==> src/rtl/tick_uart_pkg.sv <==
// Shared types and line levels for the tick-driven UART transmitter.
// Define TICK_UART_TX_PARITY_EN to add the even-parity state.
package tick_uart_pkg;

    localparam logic IDLE_LEVEL  = 1'b1;
    localparam logic START_LEVEL = 1'b0;

`ifdef TICK_UART_TX_PARITY_EN
    typedef enum logic [2:0] {
        IDLE,
        START,
        DATA,
        PARITY,
        STOP
    } state_t;
`else
    typedef enum logic [2:0] {
        IDLE,
        START,
        DATA,
        STOP
    } state_t;
`endif

endpackage

==> src/rtl/tick_uart_tx_if.sv <==
// Write-side valid/ready handshake into the transmitter FIFO.
// The master drives words; the slave (transmitter) returns in_ready.
interface tick_uart_tx_if #(
    parameter int DATA_W = 8
);
    logic [DATA_W-1:0] in_data;
    logic              in_valid;
    logic              in_ready;

    modport master (
        output in_data,
        output in_valid,
        input  in_ready
    );

    modport slave (
        input  in_data,
        input  in_valid,
        output in_ready
    );
endinterface

==> src/rtl/tick_uart_fifo.sv <==
// Purpose: small synchronous FIFO buffering words ahead of the serializer.
// Latency: a written word is readable (empty=0) the cycle after the write edge.
// Backpressure: full blocks writes, empty blocks reads; both flags registered-count based.
module tick_uart_fifo #(
    parameter int W     = 8,
    parameter int DEPTH = 4
) (
    input  logic         clk,
    input  logic         rst,
    input  logic         wr_en,
    input  logic [W-1:0] wr_dat,
    input  logic         rd_en,
    output logic [W-1:0] rd_dat,
    output logic         full,
    output logic         empty
);
    localparam int            AW       = (DEPTH > 1) ? $clog2(DEPTH) : 1;
    localparam logic [AW:0]   FULL_CNT = (AW+1)'(DEPTH);

    logic [W-1:0]  mem [DEPTH];
    logic [AW-1:0] wr_ptr;
    logic [AW-1:0] rd_ptr;
    logic [AW:0]   count;
    logic          do_wr;
    logic          do_rd;

    assign full   = (count == FULL_CNT);
    assign empty  = (count == '0);
    assign do_wr  = wr_en && !full;
    assign do_rd  = rd_en && !empty;
    assign rd_dat = mem[rd_ptr];

    // Power-of-two depth lets the pointers wrap by plain overflow.
    always_ff @(posedge clk or negedge rst) begin
        if (!rst) begin
            wr_ptr <= '0;
            rd_ptr <= '0;
            count  <= '0;
        end else begin
            if (do_wr) begin
                wr_ptr <= wr_ptr + 1'b1;
            end
            if (do_rd) begin
                rd_ptr <= rd_ptr + 1'b1;
            end
            if (do_wr && !do_rd) begin
                count <= count + 1'b1;
            end else if (!do_wr && do_rd) begin
                count <= count - 1'b1;
            end
        end
    end

    always_ff @(posedge clk) begin
        if (do_wr) begin
            mem[wr_ptr] <= wr_dat;
        end
    end

endmodule

==> src/rtl/tick_uart_tx.sv <==
// Purpose: FIFO-fed UART serializer, LSB first, one line bit per tick (parity via TICK_UART_TX_PARITY_EN).
// Latency: start bit goes out on the first tick after a word becomes visible in the FIFO.
// Backpressure: in_ready = !fifo_full; words are held, never dropped or overwritten.
module tick_uart_tx
    import tick_uart_pkg::*;
#(
    parameter int DATA_W     = 8,
    parameter int FIFO_DEPTH = 4,
    parameter int STOP_BITS  = 1
) (
    input  logic          clk,
    input  logic          rst,
    input  logic          tick,
    tick_uart_tx_if.slave in_if,
    output logic          txd,
    output logic          busy,
    output logic          frame_done
);
    localparam int               CNT_W     = (DATA_W > 1) ? $clog2(DATA_W) : 1;
    localparam logic [CNT_W-1:0] LAST_BIT  = CNT_W'(DATA_W - 1);
    localparam logic             LAST_STOP = (STOP_BITS == 2);

    state_t            state;
    logic [DATA_W-1:0] shreg;
    logic [CNT_W-1:0]  bit_cnt;
    logic              stop_cnt;
    logic              fifo_full;
    logic              fifo_empty;
    logic [DATA_W-1:0] fifo_dat;
    logic              frame_end;
    logic              pop;
`ifdef TICK_UART_TX_PARITY_EN
    logic              par_bit;
`endif

    assign frame_end      = (state == STOP) && (stop_cnt == LAST_STOP);
    // Pop only on the tick that starts a frame, so the FIFO head is the next word to send.
    assign pop            = tick && !fifo_empty && ((state == IDLE) || frame_end);
    assign in_if.in_ready = !fifo_full;

    tick_uart_fifo #(
        .W     (DATA_W),
        .DEPTH (FIFO_DEPTH)
    ) u_fifo (
        .clk    (clk),
        .rst    (rst),
        .wr_en  (in_if.in_valid),
        .wr_dat (in_if.in_data),
        .rd_en  (pop),
        .rd_dat (fifo_dat),
        .full   (fifo_full),
        .empty  (fifo_empty)
    );

    always_ff @(posedge clk or negedge rst) begin
        if (!rst) begin
            state      <= IDLE;
            txd        <= IDLE_LEVEL;
            busy       <= 1'b0;
            frame_done <= 1'b0;
            shreg      <= '0;
            bit_cnt    <= '0;
            stop_cnt   <= 1'b0;
`ifdef TICK_UART_TX_PARITY_EN
            par_bit    <= 1'b0;
`endif
        end else begin
            frame_done <= 1'b0;
            if (tick) begin
                case (state)
                    IDLE: begin
                        if (!fifo_empty) begin
                            shreg   <= fifo_dat;
                            txd     <= START_LEVEL;
                            bit_cnt <= '0;
                            busy    <= 1'b1;
                            state   <= START;
`ifdef TICK_UART_TX_PARITY_EN
                            par_bit <= ^fifo_dat;
`endif
                        end
                    end
                    START: begin
                        txd   <= shreg[0];
                        shreg <= shreg >> 1;
                        state <= DATA;
                    end
                    DATA: begin
                        if (bit_cnt != LAST_BIT) begin
                            txd     <= shreg[0];
                            shreg   <= shreg >> 1;
                            bit_cnt <= bit_cnt + 1'b1;
                        end else begin
`ifdef TICK_UART_TX_PARITY_EN
                            txd   <= par_bit;
                            state <= PARITY;
`else
                            txd      <= IDLE_LEVEL;
                            stop_cnt <= 1'b0;
                            state    <= STOP;
`endif
                        end
                    end
`ifdef TICK_UART_TX_PARITY_EN
                    PARITY: begin
                        txd      <= IDLE_LEVEL;
                        stop_cnt <= 1'b0;
                        state    <= STOP;
                    end
`endif
                    STOP: begin
                        if (stop_cnt != LAST_STOP) begin
                            stop_cnt <= 1'b1;
                        end else begin
                            frame_done <= 1'b1;
                            // Chain straight into the next start bit to avoid an idle gap.
                            if (!fifo_empty) begin
                                shreg   <= fifo_dat;
                                txd     <= START_LEVEL;
                                bit_cnt <= '0;
                                state   <= START;
`ifdef TICK_UART_TX_PARITY_EN
                                par_bit <= ^fifo_dat;
`endif
                            end else begin
                                txd   <= IDLE_LEVEL;
                                busy  <= 1'b0;
                                state <= IDLE;
                            end
                        end
                    end
                    default: begin
                        txd   <= IDLE_LEVEL;
                        busy  <= 1'b0;
                        state <= IDLE;
                    end
                endcase
            end
        end
    end

endmodule

==> src/flat_wrapper.sv <==
// flat-port wrapper written by rule: the top's interface ports become plain ports
module tick_uart_tx_flat import tick_uart_pkg::*;
#(
    parameter int DATA_W     = 8,
    parameter int FIFO_DEPTH = 4,
    parameter int STOP_BITS  = 1
)
  (clk, rst, tick, txd, busy, frame_done, in_if_in_data, in_if_in_valid, in_if_in_ready);
  tick_uart_tx_if #(.DATA_W(DATA_W)) in_if_i ();
  input  logic clk;
  input  logic rst;
  input  logic tick;
  output logic txd;
  output logic busy;
  output logic frame_done;
  input wire logic [$bits(in_if_i.in_data)-1:0] in_if_in_data;
  input wire logic [$bits(in_if_i.in_valid)-1:0] in_if_in_valid;
  output wire logic [$bits(in_if_i.in_ready)-1:0] in_if_in_ready;
  assign in_if_i.in_data = in_if_in_data;
  assign in_if_i.in_valid = in_if_in_valid;
  assign in_if_in_ready = in_if_i.in_ready;
  tick_uart_tx #(.DATA_W(DATA_W), .FIFO_DEPTH(FIFO_DEPTH), .STOP_BITS(STOP_BITS)) u_core (.clk(clk), .rst(rst), .tick(tick), .in_if(in_if_i), .txd(txd), .busy(busy), .frame_done(frame_done));
endmodule
==> config.mk <==
export PLATFORM = sky130hd
export DESIGN_NAME = tick_uart_tx_flat
export DESIGN_NICKNAME = d
export VERILOG_FILES = /design/src/rtl/tick_uart_pkg.sv /design/src/rtl/tick_uart_tx_if.sv /design/src/rtl/tick_uart_fifo.sv /design/src/rtl/tick_uart_tx.sv /design/src/flat_wrapper.sv
export SDC_FILE = /design/constraint.sdc
export NUM_CORES = 1
export LEC_CHECK = 0
export CAP_MARGIN = 20
export CORE_MARGIN = 2
export CORE_UTILIZATION = 40
export DETAILED_ROUTE_END_ITERATION = 16
export GPL_ROUTABILITY_DRIVEN = 0
export SETUP_SLACK_MARGIN = 0.2
export SKIP_LAST_GASP = 1
export SYNTH_ARGS = -nofsm -noshare
export SYNTH_HDL_FRONTEND = slang
export SYNTH_SLANG_ARGS = --single-unit
==> constraint.sdc <==
create_clock -name clk -period 2.85 [get_ports clk]
set_input_delay 0.57 -clock clk [delete_from_list [all_inputs] [get_ports clk]]
set_output_delay 0.57 -clock clk [all_outputs]
set_load 0.01 [all_outputs]
==> metrics.md, run 1 <==
| Metric | Value |
|---|---|
| Postcts setup bufs | 0 |
| Crit start category | flip-flop |
| Total power | 2.843 mW |
| Period utilization | 79.59% |
| Layout cells sized above 1 | 14.21% |
| Critical Path AT | 2.50 ns |
| Chip Height | 83.20 um |
| Via/cell ratio | 5.558 |
| Avg Inst Size Synth | 14.59 um^2 |
| Setup crit end kind | flip-flop |
| Largest cells by area after synthesis | edfxtp_1, dfrtp_1, mux4_2 |
| Post-route antenna net violation count | 0 |
| Endpoints failing setup | 0 |
| WL/cell | 16.55 um |
| Hold depth | 1 |
| Total Routing Usage GR | 13.82% |
| Max Fclk | 440.9 MHz |
| Number of flops mapped to enable cells by yosys | 32 |
| Share of synthesized registers carrying an async set or reset | 41.82% |
| DPL Wire Length | 2992 um |
| Clock network power share | 14.1% |
| Std cell rows | 28 |
| Distinct cell type count after synthesis | 39 |
| CTS buffer count | 5 |
| Diode count | 0 |
| Reg clk slew, reported paths | 0.10 ns |
| Final instance count without filler cells | 265 |
| Final Critical Period | 2.268 ns |
| Setup tns final | 0 ns |
| Total routed wirelength | 4386 um |
| First-pass GRT wire length | 7541 um |
| Reg2reg start | u_core.u_fifo.count[1]$_DFFE_PN0P_ |
| CTS tree | built |
| Worst-path cell chain | or3_1 > buf_4 > nand2_1 > ha_1 > inv_1 > fa_1 > xor2_1 > nor2_1 > xor2_1 |
| Initial antenna violation count | 0 |
| Top_reg_cell synth | edfxtp_1 |
| NetSw | 1.013 mW |
| Hold_sp | u_core.bit_cnt[2]$_DFFE_PN0P_ |
| VDD IR max | 482.2 uV |
| Cell repeated most along the worst path | xor2_1 |
| RSZ-0062 raised after global routing | no |
| Clock Root Buffer | clkbuf_8 |
| IO Count | 16 |
| Syn-to-layout area delta | 12.22% |
| Pint | 1.830 mW |
| Post-synthesis net count | 196 |
| Post-synthesis cell count | 172 |
| Status | finished clean |
| CP peak stage delay | 0.44 ns |
| Port-buffer cells | 15 |
| Combinational share of power | 39.3% |
| Slew Viols, Final | 0 |
| Pre-antenna DRT Iters | 4 |
| CP max stage cell | dfrtp_1 |
| Core area | 0.005991 mm^2 |
| Worst setup path start | u_core.u_fifo.count[1]$_DFFE_PN0P_ |
| Clock sinks | 55 |
| Met1 Use GR | 17.87% |
| Seq pwr share | 46.5% |
| Cts hold-fix bufs | 0 |
| H-tree level count | 2 |
| Hold Vio Cnt, Final | 0 |
| Die area | 0.006921 mm^2 |
| Clk_skew | 0.009038 ns |
| Placed insts | 257 |
| Largest net degree at the start of global routing | 24 |
| Kind of critical path | flip-flop to flip-flop |
| Fillers | 502 |
| Yosys warnings | 0 |
| Tightest Pin Transition | 0.5858 ns |
| Clock Tree Buf Depth | 2 |
| Starting Density | 41.88% |
| Slew Limit Headroom | 60.95% |
| Synth top area share | 38.30% |
| Nets | 213 |
| Via count | 1473 |
| Sw frac | 35.65% |
| GR Util met2 | 22.80% |
| Synthesized cell area | 0.002509 mm^2 |
| Critical Path RT | 3.08 ns |
| Iter 0 DRT Violations | 114 |
| Die W | 83.20 um |
| Pwr Density | 1010 mW/mm^2 |
| Max-cap violations | 0 |
| Worst-Skew Late Latency | 0.30 ns |
| M3 GR Usage | 3.678% |
| Leak | 1.033 nW |
| Area leader, netlist | edfxtp_1 |
| Synth Register Bits | 55 |
| Aggregate global routing overflow | 0 |
| CP max FO | 14 |
| Post-route DRC | 0 |
| Most Used Layer, Global Route | met2 |
| Vias in the first global route | 1531 |
| Reg2reg path depth | 9 |
| Fraction of the yosys area taken by sequential cells | 61.30% |
| Worst hold path type | flip-flop to flip-flop |
| Cts repair resizes | 0 |
## worst paths after layout
path                                                      end  slack, ns
min reg2reg                     u_core.bit_cnt[2]$_DFFE_PN0P_       0.52
max                        u_core.u_fifo.count[2]$_DFFE_PN0P_       0.58
max in group asynchronous              u_core.txd$_DFFE_PN1P_       1.94
max reg2reg                u_core.u_fifo.count[2]$_DFFE_PN0P_       0.58
min                             u_core.bit_cnt[2]$_DFFE_PN0P_       0.52
min in group asynchronous             u_core.busy$_DFFE_PN0P_       0.62
## per-layer routing
| layer | share of wire (%) | vias up |
|---|---|---|
| met5 | 0 | - |
| met4 | 1.1 | 0 |
| met3 | 3.9 | 5 |
| met2 | 50 | 33 |
| met1 | 45 | 746 |
| li1 | - | 689 |
## cell type report
class	instances	area, um^2	area share, %
inverter	8	30.03	1.067
timing repair buffer	20	187.7	6.667
clock inverter	2	7.507	0.2667
clock buffer	6	72.57	2.578
tap	75	93.84	3.333
multi-input combinational	99	885.9	31.47
sequential	55	1538	54.62
## stage by stage
step,util (%),hold WS [ns],setup WS (ns),cell area (um^2)
floorplan,-,0.2744,0.8044,2509
detailed placement,45.66,0.5042,0.3469,2735
CTS,46.99,0.5298,0.5877,2815
global route,46.99,0.5461,0.4451,2815
global placement,45.66,0.4908,0.4131,2735
finish,46.99,0.5220,0.5818,2815
## state kept, by name, indices dropped and copies added (netlist names)
| register | flops |
|---|---|
| u_core.state | 2 |
| u_core.bit_cnt | 3 |
| u_core.frame_done | 1 |
| u_core.u_fifo.rd_ptr | 2 |
| u_core.u_fifo.wr_ptr | 2 |
| u_core.u_fifo.count | 3 |
| u_core.busy | 1 |
| u_core.txd | 1 |
| u_core.shreg | 8 |
| u_core.u_fifo.mem | 32 |
## cell families after synthesis
logic type / after synthesis / share of synthesized area [%]
flops: 55 / 61.30
simple gates: 44 / 9.227
compound gates: 25 / 8.579
buf+inv: 18 / 3.391
mux: 12 / 9.127
fa+ha+maj: 12 / 6.284
xor+xnor: 6 / 2.095
## worst max-delay path: cells and delay by family (launching register included)
kind	cells	cell delay (ns)
buffers and inverters	2	0.26
xor gates and xnor gates	2	0.32
DFF	1	0.44
adders and majority gates	2	0.57
and+or+nand+nor	3	0.60
## cells in the final DEF (no fill, tap or decap), drive strengths merged, types with 2 or more instances in the layout
master,Yosys,routed
or3,2,2
nand2,5,5
xnor2,4,4
ha,11,11
clkdlybuf4s50,0,15
a22o,3,3
edfxtp,32,32
and2,6,6
nor4,7,7
nor3,17,17
nor2,4,4
xor2,2,2
clkinv,0,2
o32ai,7,7
mux4,8,8
clkbuf,6,6
mux2,4,4
o21ai,2,2
dfrtp,22,22
buf,4,5
inv,8,8
a21oi,2,2
a21boi,3,3
## synth_stat cells, drive strengths merged (5+ instances only)
library cell   n
nor3          17
nor4           7
clkbuf         6
and2           6
ha            11
dfrtp         22
o32ai          7
edfxtp        32
mux4           8
inv            8
nand2          5
## power groups by stage
stage / combinational (mW) / clock (mW) / sequential [mW]
2_1_floorplan: 0.891 / 0 / 1.24
3_3_place_gp: 1.07 / 0 / 1.33
3_5_place_dp: 1.12 / 0 / 1.35
4_1_cts: 1.13 / 0.415 / 1.33
5_1_grt: 1.26 / 0.448 / 1.36
6_report: 1.12 / 0.402 / 1.32
No activity file was read; power rests on OpenSTA's default activity.
==> run 2, diff against run 1 <==
clock period = 1.99 ns   (was 2.85 ns; I/O delays follow)
==> metrics.md, run 2 (synthesis results as in run 1) <==
| Metric | Value |
|---|---|
| Std cell rows | 28 (unchanged) |
| Slew Limit Headroom | 71.38% (+10 points) |
| Post-route DRC | 0 (unchanged) |
| Kind of critical path | flip-flop to flip-flop |
| Vias in the first global route | 1599 (+4.4%) |
| RSZ-0062 raised after global routing | yes |
| Iter 0 DRT Violations | 91 (-20%) |
| Max reg flops | 32 (unchanged) |
| Worst-Skew Late Latency | 0.32 ns (+0.02 ns) |
| Post-route antenna net violation count | 0 (unchanged) |
| Reg2reg path depth | 8 (-1) |
| Port-buffer cells | 15 (unchanged) |
| Placed Area | 0.002910 mm^2 (+6.4%) |
| Nets | 234 (+9.9%) |
| Largest register by flop count | u_core.u_fifo.mem |
| Setup tns final | 0 ns (unchanged) |
| Pwr Density | 1490 mW/mm^2 (+48%) |
| Critical Path AT | 2.13 ns (-0.37 ns) |
| H-tree level count | 2 (unchanged) |
| Aggregate global routing overflow | 0 (unchanged) |
| Total Routing Usage GR | 13.84% (+0.015 points) |
| Via/cell ratio | 5.287 (-4.9%) |
| Crit start category | flip-flop |
| Period utilization | 96.17% (+17 points) |
| Setup crit end kind | flip-flop |
| Die W | 83.20 um (unchanged) |
| Max-cap violations | 0 (unchanged) |
| Cts hold-fix bufs | 0 (unchanged) |
| Pre-antenna DRT Iters | 4 (unchanged) |
| WL/cell | 15.65 um (-5.5%) |
| Leak | 1.159 nW (+12%) |
| Top flop regs | u_core.u_fifo.mem (32), u_core.shreg (8) |
| Endpoints failing setup | 0 (unchanged) |
| Final Cell Area | 0.003082 mm^2 (+9.5%) |
| Hold Vio Cnt, Final | 0 (unchanged) |
| Core area | 0.005991 mm^2 (unchanged) |
| Max Fclk | 522.5 MHz (+19%) |
| CTS buffer count | 5 (unchanged) |
| Total routed wirelength | 4475 um (+2.0%) |
| DPL Wire Length | 3213 um (+7.4%) |
| Clock Tree Buf Depth | 2 (unchanged) |
| Die area | 0.006921 mm^2 (unchanged) |
| Clk_skew | 0.003923 ns (-0.005115 ns) |
| Final Critical Period | 1.914 ns (-0.3545 ns) |
| Via count | 1512 (+2.6%) |
| Reg clk slew, reported paths | 0.11 ns (about the same) |
| Initial antenna violation count | 0 (unchanged) |
| IO Count | 16 (unchanged) |
| Slew Viols, Final | 0 (unchanged) |
| Chip Height | 83.20 um (unchanged) |
| Syn-to-layout area delta | 22.84% |
| First-pass GRT wire length | 7555 um (+0.19%) |
| Most common cell after layout, fill and taps aside | edfxtp_1 |
| Critical Path RT | 2.20 ns (-0.88 ns) |
| Worst hold path type | primary input to asynchronous set/reset pin |
| Largest net degree at the start of global routing | 21 (-13%) |
| VDD IR max | 780.9 uV (+62%) |
| Diode count | 0 (unchanged) |
| Clock sinks | 55 (unchanged) |
| CTS tree | built |
| Most frequent cells in the layout | edfxtp_1, buf_4, dfrtp_1 |
| Starting Density | 41.88% (unchanged) |
| Layout cells sized above 1 | 30.81% (+17 points) |
| Tightest Pin Transition | 0.4293 ns (-0.1564 ns) |
| Clock Root Buffer | clkbuf_8 |
| Status | finished clean |
| CP max FO | 3 (-11) |
[run 2: cell types whose count changed in the layout (fill, tap and decap cells not counted), moves of 2 or more]
cell	before	now
buf_4	5	24
ha_1	11	7
inv_1	8	5
inv_2	0	3
buf_12	0	2
clkdlybuf4s50_1	15	13
clkinv_1	2	0
dlygate4sd2_1	0	2
ha_2	0	2
ha_4	0	2
inv_8	0	2
[run 2: worst max-delay path: stages (launching register included)]
cell     delay (ns)
dfrtp_1        0.41
inv_2          0.09
ha_4           0.21
nor2b_4        0.15
nand2_4        0.07
ha_4           0.15
inv_2          0.04
fa_2           0.41
mux2_2         0.27
[run 2: final timing paths]
kind | to | slack (ns) | start
min reg2reg | u_core.bit_cnt[1]$_DFFE_PN0P_ | 0.52 | u_core.bit_cnt[1]$_DFFE_PN0P_
max | u_core.u_fifo.count[1]$_DFFE_PN0P_ | 0.08 | u_core.state[0]$_DFFE_PN0P_
max in group asynchronous | u_core.u_fifo.rd_ptr[1]$_DFFE_PN0P_ | 1.07 | rst
min | u_core.busy$_DFFE_PN0P_ | 0.37 | rst
min in group clk | u_core.bit_cnt[1]$_DFFE_PN0P_ | 0.52 | u_core.bit_cnt[1]$_DFFE_PN0P_
max reg2reg | u_core.u_fifo.count[1]$_DFFE_PN0P_ | 0.08 | u_core.state[0]$_DFFE_PN0P_
[run 2: layout make-up]
type | instances | area (um^2)
Clock inverter | 3 | 31.28
Timing Repair Buffer | 41 | 367.9
Multi-Input combinational cell | 99 | 952.2
Inverter | 8 | 30.03
Sequential cell | 55 | 1538
Clock buffer | 5 | 68.82
Tap cell | 75 | 93.84
Fill cell | 504 | 2909
[run 2: through the flow]
step	hold WS, ns	util, %	instances	setup WS [ns]	total power [mW]
after CTS	0.3701	50.84	283	0.04273	4.557
final	0.3653	51.44	286	0.07631	4.592
after floorplan	0.1024	-	172	0.03463	3.105
after global routing	0.3736	51.44	286	0.004022	4.931
after detailed placement	0.4941	48.58	274	-0.2063	3.793
after global placement	0.4913	48.58	274	-0.1810	3.698
[run 2: power breakdown]
group | internal [mW] | total (mW) | switching (mW)
clock network | 0.271 | 0.686 | 0.415
logic | 1.09 | 2.10 | 1.02
registers | 1.59 | 1.80 | 0.211
[run 2: what timing repair did]
item                                    CTS  global route
setup buffers                             1             3
gates resized for setup                   8             4
endpoints found under the setup margin    4             5
pin swaps                                 5             2
[run 2: metal layers]
metal / track usage, % / vias up / part of all wire [%]
met3: 3.678 / 6 / 2.5
met4: 4.769 / 0 / 1.5
li1: - / 728 / -
met5: 0 / - / 0
met1: 16.34 / 758 / 44
met2: 24.34 / 20 / 52
==> run 3, diff against run 2 <==
clock period = 1.8 ns   (was 1.99 ns; I/O delays follow)
==> metrics.md, run 3 (synthesis results as in run 1) <==
| Metric | Value |
|---|---|
| Leak | 1.235 nW (+6.6%) |
| Slew Limit Headroom | 72.20% (+0.83 points) |
| Die area | 0.006921 mm^2 (unchanged) |
| CTS tree | built |
| First-pass GRT wire length | 7824 um (+3.6%) |
| Setup tns final | -0.1954 ns (-0.1954 ns) |
| Via/cell ratio | 5.372 (+1.6%) |
| Starting Density | 41.88% (unchanged) |
| Diode count | 0 (unchanged) |
| VDD IR max | 1196 uV (+53%) |
| DPL Wire Length | 3129 um (-2.6%) |
| Core area | 0.005991 mm^2 (unchanged) |
| Reg2reg start | u_core.state[0]$_DFFE_PN0P_ |
| Clock Root Buffer | clkbuf_8 |
| Via count | 1558 (+3.0%) |
| Max reg flops | 32 (unchanged) |
| Aggregate global routing overflow | 0 (unchanged) |
| Combinational share of power | 50.7% (+4.9 points) |
| Critical Path AT | 2.14 ns (about the same) |
| Worst-Skew Late Latency | 0.31 ns (about the same) |
| Vias in the first global route | 1654 (+3.4%) |
| RSZ-0062 raised after global routing | yes |
| Total Routing Usage GR | 14.18% (+0.34 points) |
| Die W | 83.20 um (unchanged) |
| Post-route DRC | 0 (unchanged) |
| Most common cell after layout, fill and taps aside | edfxtp_1 |
| Port-buffer cells | 15 (unchanged) |
| Top flop regs | u_core.u_fifo.mem (32), u_core.shreg (8) |
| Pint | 3.511 mW (+19%) |
| Layout cells sized above 1 | 38.60% (+7.8 points) |
| Largest net degree at the start of global routing | 24 (+14%) |
| Placed Area | 0.002983 mm^2 (+2.5%) |
| Syn-to-layout area delta | 31.22% |
| Iter 0 DRT Violations | 87 (-4.4%) |
| Hold Vio Cnt, Final | 0 (unchanged) |
| Kind of critical path | flip-flop to flip-flop |
| Clock network power share | 13.3% (-1.6 points) |
| Tightest Pin Transition | 0.4169 ns (-0.01239 ns) |
| NetSw | 2.006 mW (+22%) |
| Period utilization | 107.7% (+12 points) |
| Chip Height | 83.20 um (unchanged) |
| IO Count | 16 (unchanged) |
| Crit start category | flip-flop |
| Endpoints failing setup | 2 (+2) |
| Status | finished, violations left |
| CP max FO | 2 (-1) |
| Sw frac | 36.37% (+0.60 points) |
| Clk_skew | 0.01130 ns (+0.007373 ns) |
| FF-to-FF End | u_core.u_fifo.count[1]$_DFFE_PN0P_ |
| Max Fclk | 515.8 MHz (-1.3%) |
| Reg clk slew, reported paths | 0.11 ns (about the same) |
| Std cell rows | 28 (unchanged) |
| H-tree level count | 2 (unchanged) |
| CTS buffer count | 5 (unchanged) |
| Final Cell Area | 0.003292 mm^2 (+6.8%) |
| Clock Tree Buf Depth | 2 (unchanged) |
| Most frequent cells in the layout | edfxtp_1, buf_4, dfrtp_1 |
| Cts hold-fix bufs | 0 (unchanged) |
| Final Critical Period | 1.939 ns (+0.02516 ns) |
| Pwr Density | 1676 mW/mm^2 (+12%) |
| Reg2reg path depth | 8 (unchanged) |
| Initial antenna violation count | 0 (unchanged) |
| Pre-antenna DRT Iters | 4 (unchanged) |
| Max-cap violations | 0 (unchanged) |
| Setup WS post-layout | -0.1389 ns (-0.2152 ns) |
| Seq pwr share | 36.0% (-3.2 points) |
| Slew Viols, Final | 0 (unchanged) |
| Largest register by flop count | u_core.u_fifo.mem |
| Critical Path RT | 2.00 ns (-0.20 ns) |
| Worst hold path type | primary input to asynchronous set/reset pin |
| Post-route antenna net violation count | 0 (unchanged) |
| Violated checks | negative setup slack |
| Clock sinks | 55 (unchanged) |
| Setup slack, reg-to-reg | -0.14 ns (-0.22 ns) |
| Total routed wirelength | 4693 um (+4.9%) |
| WL/cell | 16.18 um (+3.4%) |
| Nets | 238 (+1.7%) |
| Setup crit end kind | flip-flop |
[run 3: area by class of cell]
| class | instances | area, um^2 |
|---|---|---|
| tap | 75 | 93.84 |
| clock inverter | 3 | 31.28 |
| timing repair buffer | 45 | 447.9 |
| sequential | 55 | 1538 |
| multi-input combinational | 99 | 1082 |
| fill | 477 | 2699 |
| inverter | 8 | 30.03 |
| clock buffer | 5 | 68.82 |
[run 3: worst max-delay path, stage by stage (launching register included)]
cell	delay, ns
dfrtp_1	0.42
inv_2	0.09
ha_4	0.21
nor2b_4	0.16
nand2_4	0.07
ha_4	0.16
inv_2	0.05
fa_2	0.41
mux2_2	0.27
[run 3: power groups by stage]
stage | Sequential, mW | Combinational [mW] | Clock, mW
floorplan | 1.97 | 1.46 | 0
global placement | 1.99 | 2.23 | 0
detailed placement | 2.01 | 2.32 | 0
CTS | 1.99 | 2.64 | 0.762
global route | 2.03 | 3.07 | 0.826
finish | 1.98 | 2.80 | 0.734
[run 3: layer usage]
layer / part of all wire [%] / GRT usage [%] / up-vias
li1: - / - / 738
met4: 0.81 / 4.173 / 0
met1: 45 / 18.31 / 785
met5: 0 / 0 / -
met3: 3.7 / 3.877 / 5
met2: 50 / 23.46 / 30
[run 3: worst max path at each step]
| stage | start | end | slack [ns] | cells past startpoint |
|---|---|---|---|---|
| final | u_core.state[0]$_DFFE_PN0P_ | u_core.u_fifo.count[1]$_DFFE_PN0P_ | -0.14 | 8 |
| after global routing | u_core.state[1]$_DFFE_PN0P_ | u_core.u_fifo.count[1]$_DFFE_PN0P_ | -0.20 | 8 |
| after CTS | u_core.state[1]$_DFFE_PN0P_ | u_core.u_fifo.count[1]$_DFFE_PN0P_ | -0.14 | 8 |
| after detailed placement | tick | u_core.u_fifo.count[1]$_DFFE_PN0P_ | -0.37 | 7 |
| after global placement | tick | u_core.u_fifo.count[1]$_DFFE_PN0P_ | -0.34 | 7 |
| after floorplan | u_core.u_fifo.count[1]$_DFFE_PN0P_ | u_core.u_fifo.count[2]$_DFFE_PN0P_ | -0.16 | 9 |
[run 3: timing repair]
action	in CTS	in global routing
endpoints found under the setup margin	17	50
resized for setup	26	13
pin swaps	5	2
buffers inserted	3	2
[run 3: per-stage QoR]
stage               std cells  utilization [%]  power (mW)  hold WS, ns  setup slack [ns]
floorplan                 172                -       3.438      0.06441           -0.1554
global placement          277            49.79       4.215       0.4947           -0.3398
detailed placement        277            49.79       4.332       0.5070           -0.3730
CTS                       288            53.70       5.385       0.4023           -0.1417
global route              290            54.95       5.921       0.4192           -0.2006
finish                    290            54.95       5.517       0.3980           -0.1389
